<file path="src/rtl/booth_mult_arbiter.sv">
// Round-robin arbiter/sequencer sharing one external combinational 4x4 Booth multiplier
// among NREQ requesters. Captures the winner's operands, registers the product and returns
// it with the owner ID over a valid/ready port. Also keeps a count of retired results.
module booth_mult_arbiter #(
    parameter int NREQ = 4,
    parameter int CNTW = 16,
    localparam int IDW = $clog2(NREQ)
) (
    input  logic              clk,
    input  logic              rst,
    input  logic [NREQ-1:0]   req,
    input  logic [4*NREQ-1:0] a_in,
    input  logic [4*NREQ-1:0] b_in,
    output logic [NREQ-1:0]   gnt,
    output logic [3:0]        mul_a,
    output logic [3:0]        mul_b,
    input  logic [7:0]        mul_p,
    output logic              res_valid,
    input  logic              res_ready,
    output logic [7:0]        res_p,
    output logic [IDW-1:0]    res_id,
    output logic              busy,
    output logic [CNTW-1:0]   ops_cnt
);

    typedef enum logic [1:0] {StIdle, StIssue, StResp} state_t;

    state_t            state_q, state_d;
    logic [IDW-1:0]    ptr_q, ptr_d;
    logic [IDW-1:0]    owner_q, owner_d;
    logic [NREQ-1:0]   gnt_q, gnt_d;
    logic [3:0]        mul_a_q, mul_a_d;
    logic [3:0]        mul_b_q, mul_b_d;
    logic [7:0]        res_p_q, res_p_d;
    logic [IDW-1:0]    res_id_q, res_id_d;
    logic              res_valid_q, res_valid_d;
    logic [CNTW-1:0]   ops_cnt_q, ops_cnt_d;

    logic              found;
    logic [IDW-1:0]    win;
    logic [IDW:0]      sum;

    // Round-robin search: first pending request starting at ptr, wrapping modulo NREQ.
    always_comb begin
        found = 1'b0;
        win   = '0;
        sum   = '0;
        for (int k = 0; k < NREQ; k++) begin
            sum = {1'b0, ptr_q} + (IDW+1)'(k);
            if (sum >= (IDW+1)'(NREQ)) begin
                sum = sum - (IDW+1)'(NREQ);
            end
            if (!found && req[sum[IDW-1:0]]) begin
                found = 1'b1;
                win   = sum[IDW-1:0];
            end
        end
    end

    // Next-state logic: arbitration in IDLE and in RESP when the result is accepted.
    always_comb begin
        state_d     = state_q;
        ptr_d       = ptr_q;
        owner_d     = owner_q;
        gnt_d       = '0;
        mul_a_d     = mul_a_q;
        mul_b_d     = mul_b_q;
        res_p_d     = res_p_q;
        res_id_d    = res_id_q;
        res_valid_d = res_valid_q;
        ops_cnt_d   = ops_cnt_q;

        unique case (state_q)
            StIdle: begin
                if (found) begin
                    gnt_d   = {{(NREQ-1){1'b0}}, 1'b1} << win;
                    mul_a_d = a_in[{win, 2'b00} +: 4];
                    mul_b_d = b_in[{win, 2'b00} +: 4];
                    owner_d = win;
                    state_d = StIssue;
                end
            end
            StIssue: begin
                res_p_d     = mul_p;
                res_id_d    = owner_q;
                res_valid_d = 1'b1;
                ptr_d       = (owner_q == IDW'(NREQ - 1)) ? '0 : owner_q + IDW'(1);
                state_d     = StResp;
            end
            StResp: begin
                if (res_ready) begin
                    ops_cnt_d = ops_cnt_q + CNTW'(1);
                    if (found) begin
                        // Back-to-back: old result stays visible until the new one lands.
                        gnt_d   = {{(NREQ-1){1'b0}}, 1'b1} << win;
                        mul_a_d = a_in[{win, 2'b00} +: 4];
                        mul_b_d = b_in[{win, 2'b00} +: 4];
                        owner_d = win;
                        state_d = StIssue;
                    end else begin
                        res_valid_d = 1'b0;
                        state_d     = StIdle;
                    end
                end
            end
            default: begin
                state_d = StIdle;
            end
        endcase
    end

    // State register with synchronous reset clearing everything.
    always_ff @(posedge clk) begin
        if (rst) begin
            state_q     <= StIdle;
            ptr_q       <= '0;
            owner_q     <= '0;
            gnt_q       <= '0;
            mul_a_q     <= '0;
            mul_b_q     <= '0;
            res_p_q     <= '0;
            res_id_q    <= '0;
            res_valid_q <= 1'b0;
            ops_cnt_q   <= '0;
        end else begin
            state_q     <= state_d;
            ptr_q       <= ptr_d;
            owner_q     <= owner_d;
            gnt_q       <= gnt_d;
            mul_a_q     <= mul_a_d;
            mul_b_q     <= mul_b_d;
            res_p_q     <= res_p_d;
            res_id_q    <= res_id_d;
            res_valid_q <= res_valid_d;
            ops_cnt_q   <= ops_cnt_d;
        end
    end

    assign gnt       = gnt_q;
    assign mul_a     = mul_a_q;
    assign mul_b     = mul_b_q;
    assign res_p     = res_p_q;
    assign res_id    = res_id_q;
    assign res_valid = res_valid_q;
    assign ops_cnt   = ops_cnt_q;
    assign busy      = (state_q != StIdle);

endmodule

</file>
<file path="config.mk">
export PLATFORM = sky130hd
export DESIGN_NAME = booth_mult_arbiter
export DESIGN_NICKNAME = d
export VERILOG_FILES = /design/src/rtl/booth_mult_arbiter.sv
export SDC_FILE = /design/constraint.sdc
export NUM_CORES = 1
export LEC_CHECK = 0
export ABC_AREA = 1
export CORE_UTILIZATION = 25
export CTS_BUF_LIST = sky130_fd_sc_hd__clkbuf_8 sky130_fd_sc_hd__clkbuf_16
export DETAILED_ROUTE_END_ITERATION = 10
export GPL_TIMING_DRIVEN = 0
export PLACE_DENSITY = 0.47
export SYNTH_ARGS = -nofsm -noshare
export SYNTH_HDL_FRONTEND = slang
export SYNTH_SLANG_ARGS = --single-unit
</file>
<file path="constraint.sdc">
create_clock -name clk -period 1.95 [get_ports clk]
set_input_delay 0.39 -clock clk [delete_from_list [all_inputs] [get_ports clk]]
set_output_delay 0.39 -clock clk [all_outputs]
set_load 0.005 [all_outputs]
</file>
# Word level (Yosys, flattened, before mapping)
# Index checks and enable logic that the tools add are counted.
dict set report totals {
  wordCells 90
  ff_bits 45
}
dict set report classes {
  order_cmp 8
  shifts 3
  reduce_logical 14
  mux 40
  add_sub_neg 9
  n_eq_ne 6
}
# cell n
set op_table {}
lappend op_table {{$shiftx A16 B5 Y4} 2}
lappend op_table {{$mux W2} 13}
lappend op_table {{$mux W4} 6}
lappend op_table {{$pmux W4 S2} 3}
lappend op_table {{$add A16 B1 Y16 const B} 1}
lappend op_table {{$lt A2 B3 Y1 const B} 4}
lappend op_table {{$mux W1} 11}
lappend op_table {{$ge A3 B3 Y1 const B} 3}
lappend op_table {{$bmux W1 S2} 4}
lappend op_table {{$sub A2 B1 Y2 const B} 4}
lappend op_table {{$add A2 B2 Y3 const B} 2}
lappend op_table {{$ne A2 B2 Y1 const B} 3}
lappend op_table {{$pmux W2 S3} 1}
lappend op_table {{$reduce_and A2 Y1} 3}
lappend op_table {{$reduce_bool A2 Y1} 3}
lappend op_table {{$eq A2 B2 Y1 const B} 2}
lappend op_table {{$pmux W2 S2} 1}
lappend op_table {{$shl A1 B2 Y4 const A} 1}
lappend op_table {{$add A2 B1 Y3 const B} 1}
lappend op_table {{$ge A2 B3 Y1 const B} 1}
lappend op_table {{$logic_and A1 B1 Y1} 3}
lappend op_table {{$logic_not A1 Y1} 3}
lappend op_table {{$reduce_and A3 Y1} 1}
lappend op_table {{$add A2 B1 Y2 const B} 1}
lappend op_table {{3 further kinds} 3}

# Depth between registers and ports, before layout
# Gate-level depths: netlist of run 1.
dict set report depth {
  word_depth 18
  depth_mapped 15
  mapped_depth_nobuf 14
}

# Worst setup path before layout of run 1
# Ideal clock, no wire load.
dict set report synth_path {
  kind {register to register}
  start {register ptr_q[0]}
  end {register mul_a_q[0], in the netlist mul_a[0]}
  setup_slack_ns 0.282
  n_path_buf 3
  required_time_ns 1.831
  synth_period_minus_slack_ns 1.668
  setup_ns 0.119
  stages_incl_launch_ff 15
  t_arrival_ns 1.549
  path_cell_list {dfxtp_1 buf_6 nand2_1 nand2_1 nand2_1 nand2_2 nand2_2 nand3_1 nand3_4 buf_8 buf_12 nand3_2 nand3_2 nor2_2 nor2_2}
}
dict set report synth_via {
  elab_chain_cells 18
  elab_cells_between_ends 41
  classes_between {add/sub: 7; order compare: 4; shift: 1; mux: 23; reduce/logical: 6}
}
# item line_no
set synth_rtl {}
lappend synth_rtl {{start: declaration} 29} ;# logic [IDW-1:0] ptr_q, ptr_d;
lappend synth_rtl {{start signal: assignment} 127} ;# ptr_q <= ptr_d;
lappend synth_rtl {{parallel branches: the longest is 15 deep, another holds $add A2 B1 Y3} -}
lappend synth_rtl {{$mux W4 (*)} {75, 93}}
lappend synth_rtl {{$mux W4} 91} ;# if (res_ready) begin
lappend synth_rtl {{$pmux W4 S2 (*)} 73} ;# unique case (state_q)
lappend synth_rtl {{end signal: assignment} 130} ;# mul_a_q <= mul_a_d;
lappend synth_rtl {{end: declaration} 32} ;# logic [3:0] mul_a_q, mul_a_d;
# Every way passes the cells marked *. The select of a mux whose other input is x is not followed.
# A chain may end at the register's enable or synchronous reset.

# Worst setup path in the final report of run 1
dict set report layout_path {
  start {register state_q[1]}
  end {register ops_cnt_q[15], in the netlist ops_cnt[15]}
}
dict set report layout_via {
  elab_chain_cells 2
}
# item line_no
set layout_rtl {}
lappend layout_rtl {{start: declaration} 28} ;# state_t state_q, state_d;
lappend layout_rtl {{start signal: assignment} 115} ;# state_q <= StIdle;
lappend layout_rtl {{start signal: assignment} 126} ;# state_q <= state_d;
lappend layout_rtl {{$eq A2 B2 Y1} 73}
lappend layout_rtl {{$reduce_and A2 Y1 (no source line)} -}
lappend layout_rtl {{end signal: assignment} 135} ;# ops_cnt_q <= ops_cnt_d;
lappend layout_rtl {{end: declaration} 37} ;# logic [CNTW-1:0] ops_cnt_q, ops_cnt_d;
# Every way passes these cells.

==> out/metrics.cfg, run 1 <==
[outcome]
outcome=finished, final reports clean

[setup_path]
reg2reg_from=state_q[1]
setup.worst_path.class=reg -> reg
end_kind=flip-flop
timing.rr.end=ops_cnt[15]
critical-path-slowest-cell=dfxtp_1
worst-path-max-fanout=8
reg2reg_depth=9
crit_family=simple AND/OR/NAND/NOR gates
reg2reg_slack_ns=0.13
cp.arrival_ns=1.99
path_buf_inv=1
crit_required_ns=2.13
max_stage_delay_ns=0.33
cp-start-kind=flip-flop
crit_path_cell_trace=inv_1 -> nor2_2 -> nand2_4 -> nor3b_4 -> nand4_1 -> nor3_2 -> nand2_1 -> xor2_1 -> nor2_1

[timing]
slew_viol_final=0
min_period_ns=1.82
final.setup_skew_ns=0.00673
fmax_mhz=551
slew_headroom_pct=64.8
worst_pin_slew_ns=0.528
setup_ws_ns=0.134
holdWs_ns=0.452
period_share_pct=93.1
setup_tns_ns=0
hold_violations=0
setup_viol=0
rsz0062_at_grt=true

[die]
dieHeight_um=100
die_w_um=100
initial_utilization_pct=25.9
rows=35
io_pins=87
core-area_um2=9280
dieArea_um2=10000

[synth]
synth-edff-count=0
avgSynthCellArea_um2=7.15
ys_top_cells_by_area=dfxtp_1, nand2_1, nor2_1
synth_common_cells=nand2_1, dfxtp_1, nor2_1
synth.distinct_cells=31
synthArstFlopShare_pct=0
netlist_area_um2=2410
synth_seq_area_share_pct=37.4
ys_seq_elements=45
ys.flop_type=dfxtp_1
yosysWarnings=0
synthesis.instances=337
synth_nets=386
yosysTopAreaCell=dfxtp_1
yosys.area.top_type_share_pct=37.4
yosysMostFrequentCell=nand2_1

[worst_hold_path]
min-delay-start=res_ready
hold_path.class=in -> reg
hold_end=ops_cnt[1]
whs_path_depth=3

[global_route]
overflow=0
grt_use_total_pct=14.7
grt_pass1_wl_um=11600
grt_pass1_vias=2325
grt_max_degree=14
antenna_found_initial=0

[placed_design]
place_ws_ns=-0.381
io_buffer_count=86
dp_hpwl_um=5340
routabilityCongestion=0.771
post_dp_cell_area_um2=3430

[detailed_routing]
ant_nets=0
vias=2465
viasPerCell=4.35
drt-total-wl_um=7190
first_pass_iters=4
wl_per_cell_um=12.7
drc_errors=0
drt_iter0_drc=104

[power]
total_power_uw=4310
static-leakage-power_uw=0.00154
p_per_area_nw_per_um2=1160
peakVddDrop_mv=0.443

[layout]
drive_gt1_share_pct=20.1
num-fill-cells=998
stdcell_area_um2=3710
area_growth_pct=54.0
nNetsFinal=486
n_antenna_cell=0

[clock_network]
cts-root-buf=clkbuf_8
clk_path_buf_depth=2
numCtsBuffers=5
cts_max_level=2
clk_pin_slew_ns=0.08
cts_tree=built
clk_latency_ns=0.30
cts_sinks=45

[job]
maxCapViolCount=0

## registers in the layout, summed over array words and instances (netlist names)
register / count
gnt: 4
mul_a: 4
mul_b: 4
ops_cnt: 16
owner_q: 2
ptr_q: 2
res_id: 2
res_p: 8
res_valid: 1
state_q: 2
## tightest hold or removal path: stages
cell,delay [ns]
dlymetal6s2s_1,0.16
nand3_1,0.09
a21oi_1,0.06
## worst max path at each step
stage | endpoint | slack [ns] | cells after the start | startpoint
6_report | ops_cnt[15] | 0.13 | 9 | state_q[1]
2_1_floorplan | mul_a[0] | 0.28 | 14 | ptr_q[0]
5_1_grt | mul_b[3] | -0.01 | 13 | ptr_q[0]
3_3_place_gp | ops_cnt[14] | -0.37 | 9 | res_ready
4_1_cts | mul_a[0] | -0.008 | 14 | req[0]
3_5_place_dp | ops_cnt[15] | -0.38 | 8 | res_ready
## area by class of cell
class	count	area, um^2	area share (%)
plain buffers	11	95.1	2.56
inverters	30	115	3.10
clock buffers	7	96.3	2.60
well taps	129	161	4.35
repair buffers	93	922	24.9
flip-flops and latches	45	906	24.4
clock inverters	1	5.00	0.135
multi-input cells	251	1410	38.0
## placed cells by master, fill, tap and decap left out, types with 2 or more instances in the layout
| cell type | instances |
|---|---|
| clkdlybuf4s50_1 | 81 |
| nand2_1 | 63 |
| dfxtp_1 | 43 |
| nor2_1 | 41 |
| nand3_1 | 25 |
| inv_1 | 24 |
| o21ai_0 | 21 |
| nand3_2 | 15 |
| a21oi_1 | 15 |
| nand2_2 | 14 |
| nor2_2 | 14 |
| nor3_1 | 8 |
| buf_4 | 8 |
| clkbuf_8 | 7 |
| o21ai_1 | 6 |
| inv_2 | 5 |
| nor2_4 | 5 |
| clkbuf_1 | 4 |
| dlymetal6s2s_1 | 4 |
| buf_6 | 3 |
| nand3_4 | 3 |
| xor2_1 | 3 |
| o21a_1 | 3 |
| nand2_4 | 2 |
| nand4_1 | 2 |
| nor3_2 | 2 |
| ha_1 | 2 |
## kinds of logic (layout without fill, tap and decap cells)
family	Yosys count	count (layout)	share of synthesized area, %
buf+inv	41	142	8.31
xor+xnor	3	3	1.09
compound gates	47	47	10.6
flops	45	45	37.4
fa+ha+maj	2	2	1.04
simple gates	199	199	41.6
## repair_timing
action	CTS	global route
setup endpoints to repair	10	16
hold buffers	0	0
buffers inserted	0	7
pin swaps	0	13
gates resized for setup	10	35
## stage by stage
| stage | instances | utilization (%) |
|---|---|---|
| 2_1_floorplan | 337 | - |
| 3_3_place_gp | 552 | 37.0 |
| 3_5_place_dp | 552 | 37.0 |
| 4_1_cts | 560 | 38.5 |
| 5_1_grt | 567 | 39.9 |
| 6_report | 567 | 39.9 |
## report_power, final
part	internal [uW]	total, uW	switching (uW)
sequential	1120	1240	118
clock	321	641	320
combinational	1100	2430	1330
total	2540	4310	1770
## layer usage
layer  vias to the layer above  global-route usage, %  wire (um)
met1                      1106                   19.7       3460
li1                       1295                      -          -
met4                         0                   5.35        122
met3                        10                   3.13        342
met5                         -                      0          0
met2                        54                   23.3       3260
No activity file was read; power rests on OpenSTA's default activity.
==> inputs of run 2 (changes only) <==
--- a/config.mk
+++ b/config.mk
@@ -6,6 +6,7 @@
 export NUM_CORES = 1
 export LEC_CHECK = 0
 export ABC_AREA = 1
+export ABC_CLOCK_PERIOD_IN_PS = 1950
 export CORE_UTILIZATION = 25
 export CTS_BUF_LIST = sky130_fd_sc_hd__clkbuf_8 sky130_fd_sc_hd__clkbuf_16
 export DETAILED_ROUTE_END_ITERATION = 10
==> constraint.sdc (replaced) <==
create_clock -name clk -period 1.95 [get_ports clk]
set_input_delay 0.4875 -clock clk [delete_from_list [all_inputs] [get_ports clk]]
set_output_delay 0.4875 -clock clk [all_outputs]
set_load 0.005 [all_outputs]
==> out/metrics.cfg, run 2 (synthesis gave the netlist of run 1 again) <==
[setup_path]
startpoint=state_q[0]
timing.rr.end=mul_b[3]
reg2reg_slack_ns=0.16
cp-endpoint=busy
reg2reg_from=ptr_q[0]
crit_path_cell_trace=inv_1 -> nand2_1 -> clkdlybuf4s50_1
setup.worst_path.class=reg -> out
cp.arrival_ns=1.38
reg2reg_depth=14
end_kind=primary output
worst-path-max-fanout=4
max_stage_delay_ns=0.52
critical-path-slowest-cell=clkdlybuf4s50_1
cp-start-kind=flip-flop
crit_required_ns=1.46

[die]
initial_utilization_pct=25.9
rows=35
dieArea_um2=10000
dieHeight_um=100
die_w_um=100
io_pins=87
core-area_um2=9280

[global_route]
grt_pass1_vias=2376
grt_pass1_wl_um=11800
overflow=0
grt_max_degree=14
grt_use_total_pct=14.9
antenna_found_initial=0

[clock_network]
cts-root-buf=clkbuf_8
cts_tree=built
numCtsBuffers=5
cts_sinks=45
cts_max_level=2
clk_latency_ns=0.30
clk_path_buf_depth=2
clk_pin_slew_ns=0.08

[timing]
holdWs_ns=0.478
fmax_mhz=535
setup_viol=0
setup_ws_ns=0.0795
min_period_ns=1.87
worst_pin_slew_ns=0.525
final.setup_skew_ns=0.00681
slew_viol_final=0
hold_violations=0
slew_headroom_pct=65.0
period_share_pct=95.9
rsz0062_at_grt=true

[power]
combPwrFrac_pct=56.4
swShare_pct=40.3
clockPowerShare_pct=14.8
seq_power_share_pct=28.8
p_per_area_nw_per_um2=1160
p_int_uw=2580
total_power_uw=4320
static-leakage-power_uw=0.00154
netSwitchingPower_uw=1740
peakVddDrop_mv=0.425

[layout]
num-fill-cells=1000
mostFrequentLayoutCells=clkdlybuf4s50_1, nand2_1, dfxtp_1
drive_gt1_share_pct=20.1
stdcell_area_um2=3720
layout.cells.non_filler=572
layout_commonest_cell=clkdlybuf4s50_1
register_area_um2=908
multiInputGateArea_um2=1390
nNetsFinal=491
largest_reg_flops=16
n_antenna_cell=0
area_growth_pct=54.6

[outcome]
outcome=finished, final reports clean

[detailed_routing]
first_pass_iters=4
vias=2481
wl_per_cell_um=12.4
viasPerCell=4.34
drt-total-wl_um=7110
ant_nets=0
drt_iter0_drc=104
drc_errors=0

[placed_design]
dp_hpwl_um=5340
io_buffer_count=86
routabilityCongestion=0.771
place_ws_ns=-0.478
dp_cells=552
post_dp_cell_area_um2=3430

[worst_hold_path]
hold_path.class=reg -> reg
min-delay-start=res_valid

[job]
maxCapViolCount=0

## run 2: cell count changes in the layout (fill, tap and decap cells not counted), moves of 2 or more
cell            delta
buf_4              +5
dlygate4sd2_1      +3
dlymetal6s2s_1     -3
inv_2              -2
nand2_1            +3
nand2_2            -2
## run 2: worst max-delay path: cells and delay by family (launching register included)
kind | cells | cell delay, ns
buffers and inverters | 2 | 0.59
DFF | 1 | 0.41
and+or+nand+nor | 1 | 0.08
## run 2: how the worst min path moves through the flow
stage / endpoint / cells after the start / slack, ns
4_1_cts: res_valid / 2 / 0.48
3_3_place_gp: res_valid / 2 / 0.46
5_1_grt: res_id[0] / 2 / 0.50
3_5_place_dp: res_valid / 2 / 0.47
2_1_floorplan: res_id[0] / 2 / 0.46
6_report: res_valid / 2 / 0.48
## run 2: layer usage
metal	track usage, %	vias to the layer above	routed length (um)
met5	0	-	0
met4	5.46	0	141
met3	3.34	11	323
met2	23.8	50	3210
met1	19.7	1115	3440
li1	-	1305	-
## run 2: stage by stage
| step | TNS, ns | utilization (%) |
|---|---|---|
| CTS | -0.00689 | 39.5 |
| global route | -0.0124 | 40.1 |
| detailed placement | -9.00 | 37.0 |
| floorplan | 0 | - |
| global placement | -8.66 | 37.0 |
| finish | 0 | 40.1 |
## run 2: final cells by class
| cell class | instances | share of cell area, % |
|---|---|---|
| Buffer | 11 | 2.69 |
| Multi-Input combinational cell | 251 | 37.3 |
| Tap cell | 129 | 4.33 |
| Clock inverter | 1 | 0.134 |
| Sequential cell | 45 | 24.4 |
| Inverter | 30 | 3.16 |
| Clock buffer | 7 | 2.59 |
| Timing Repair Buffer | 98 | 25.5 |
## run 2: repair_timing
| item | in CTS | in global routing |
|---|---|---|
| setup buffers | 9 | 3 |
| pin swaps | 10 | 3 |
| setup endpoints to repair | 15 | 19 |
| hold buffers | 0 | 0 |
| gates resized for setup | 26 | 16 |
## run 2: power by group through the flow
stage | Sequential [uW] | Combinational (uW) | Clock (uW)
after floorplan | 1250 | 1400 | 0
after global placement | 1250 | 2200 | 0
after detailed placement | 1250 | 2200 | 0
after CTS | 1230 | 2410 | 661
after global routing | 1270 | 2700 | 716
final | 1240 | 2440 | 640
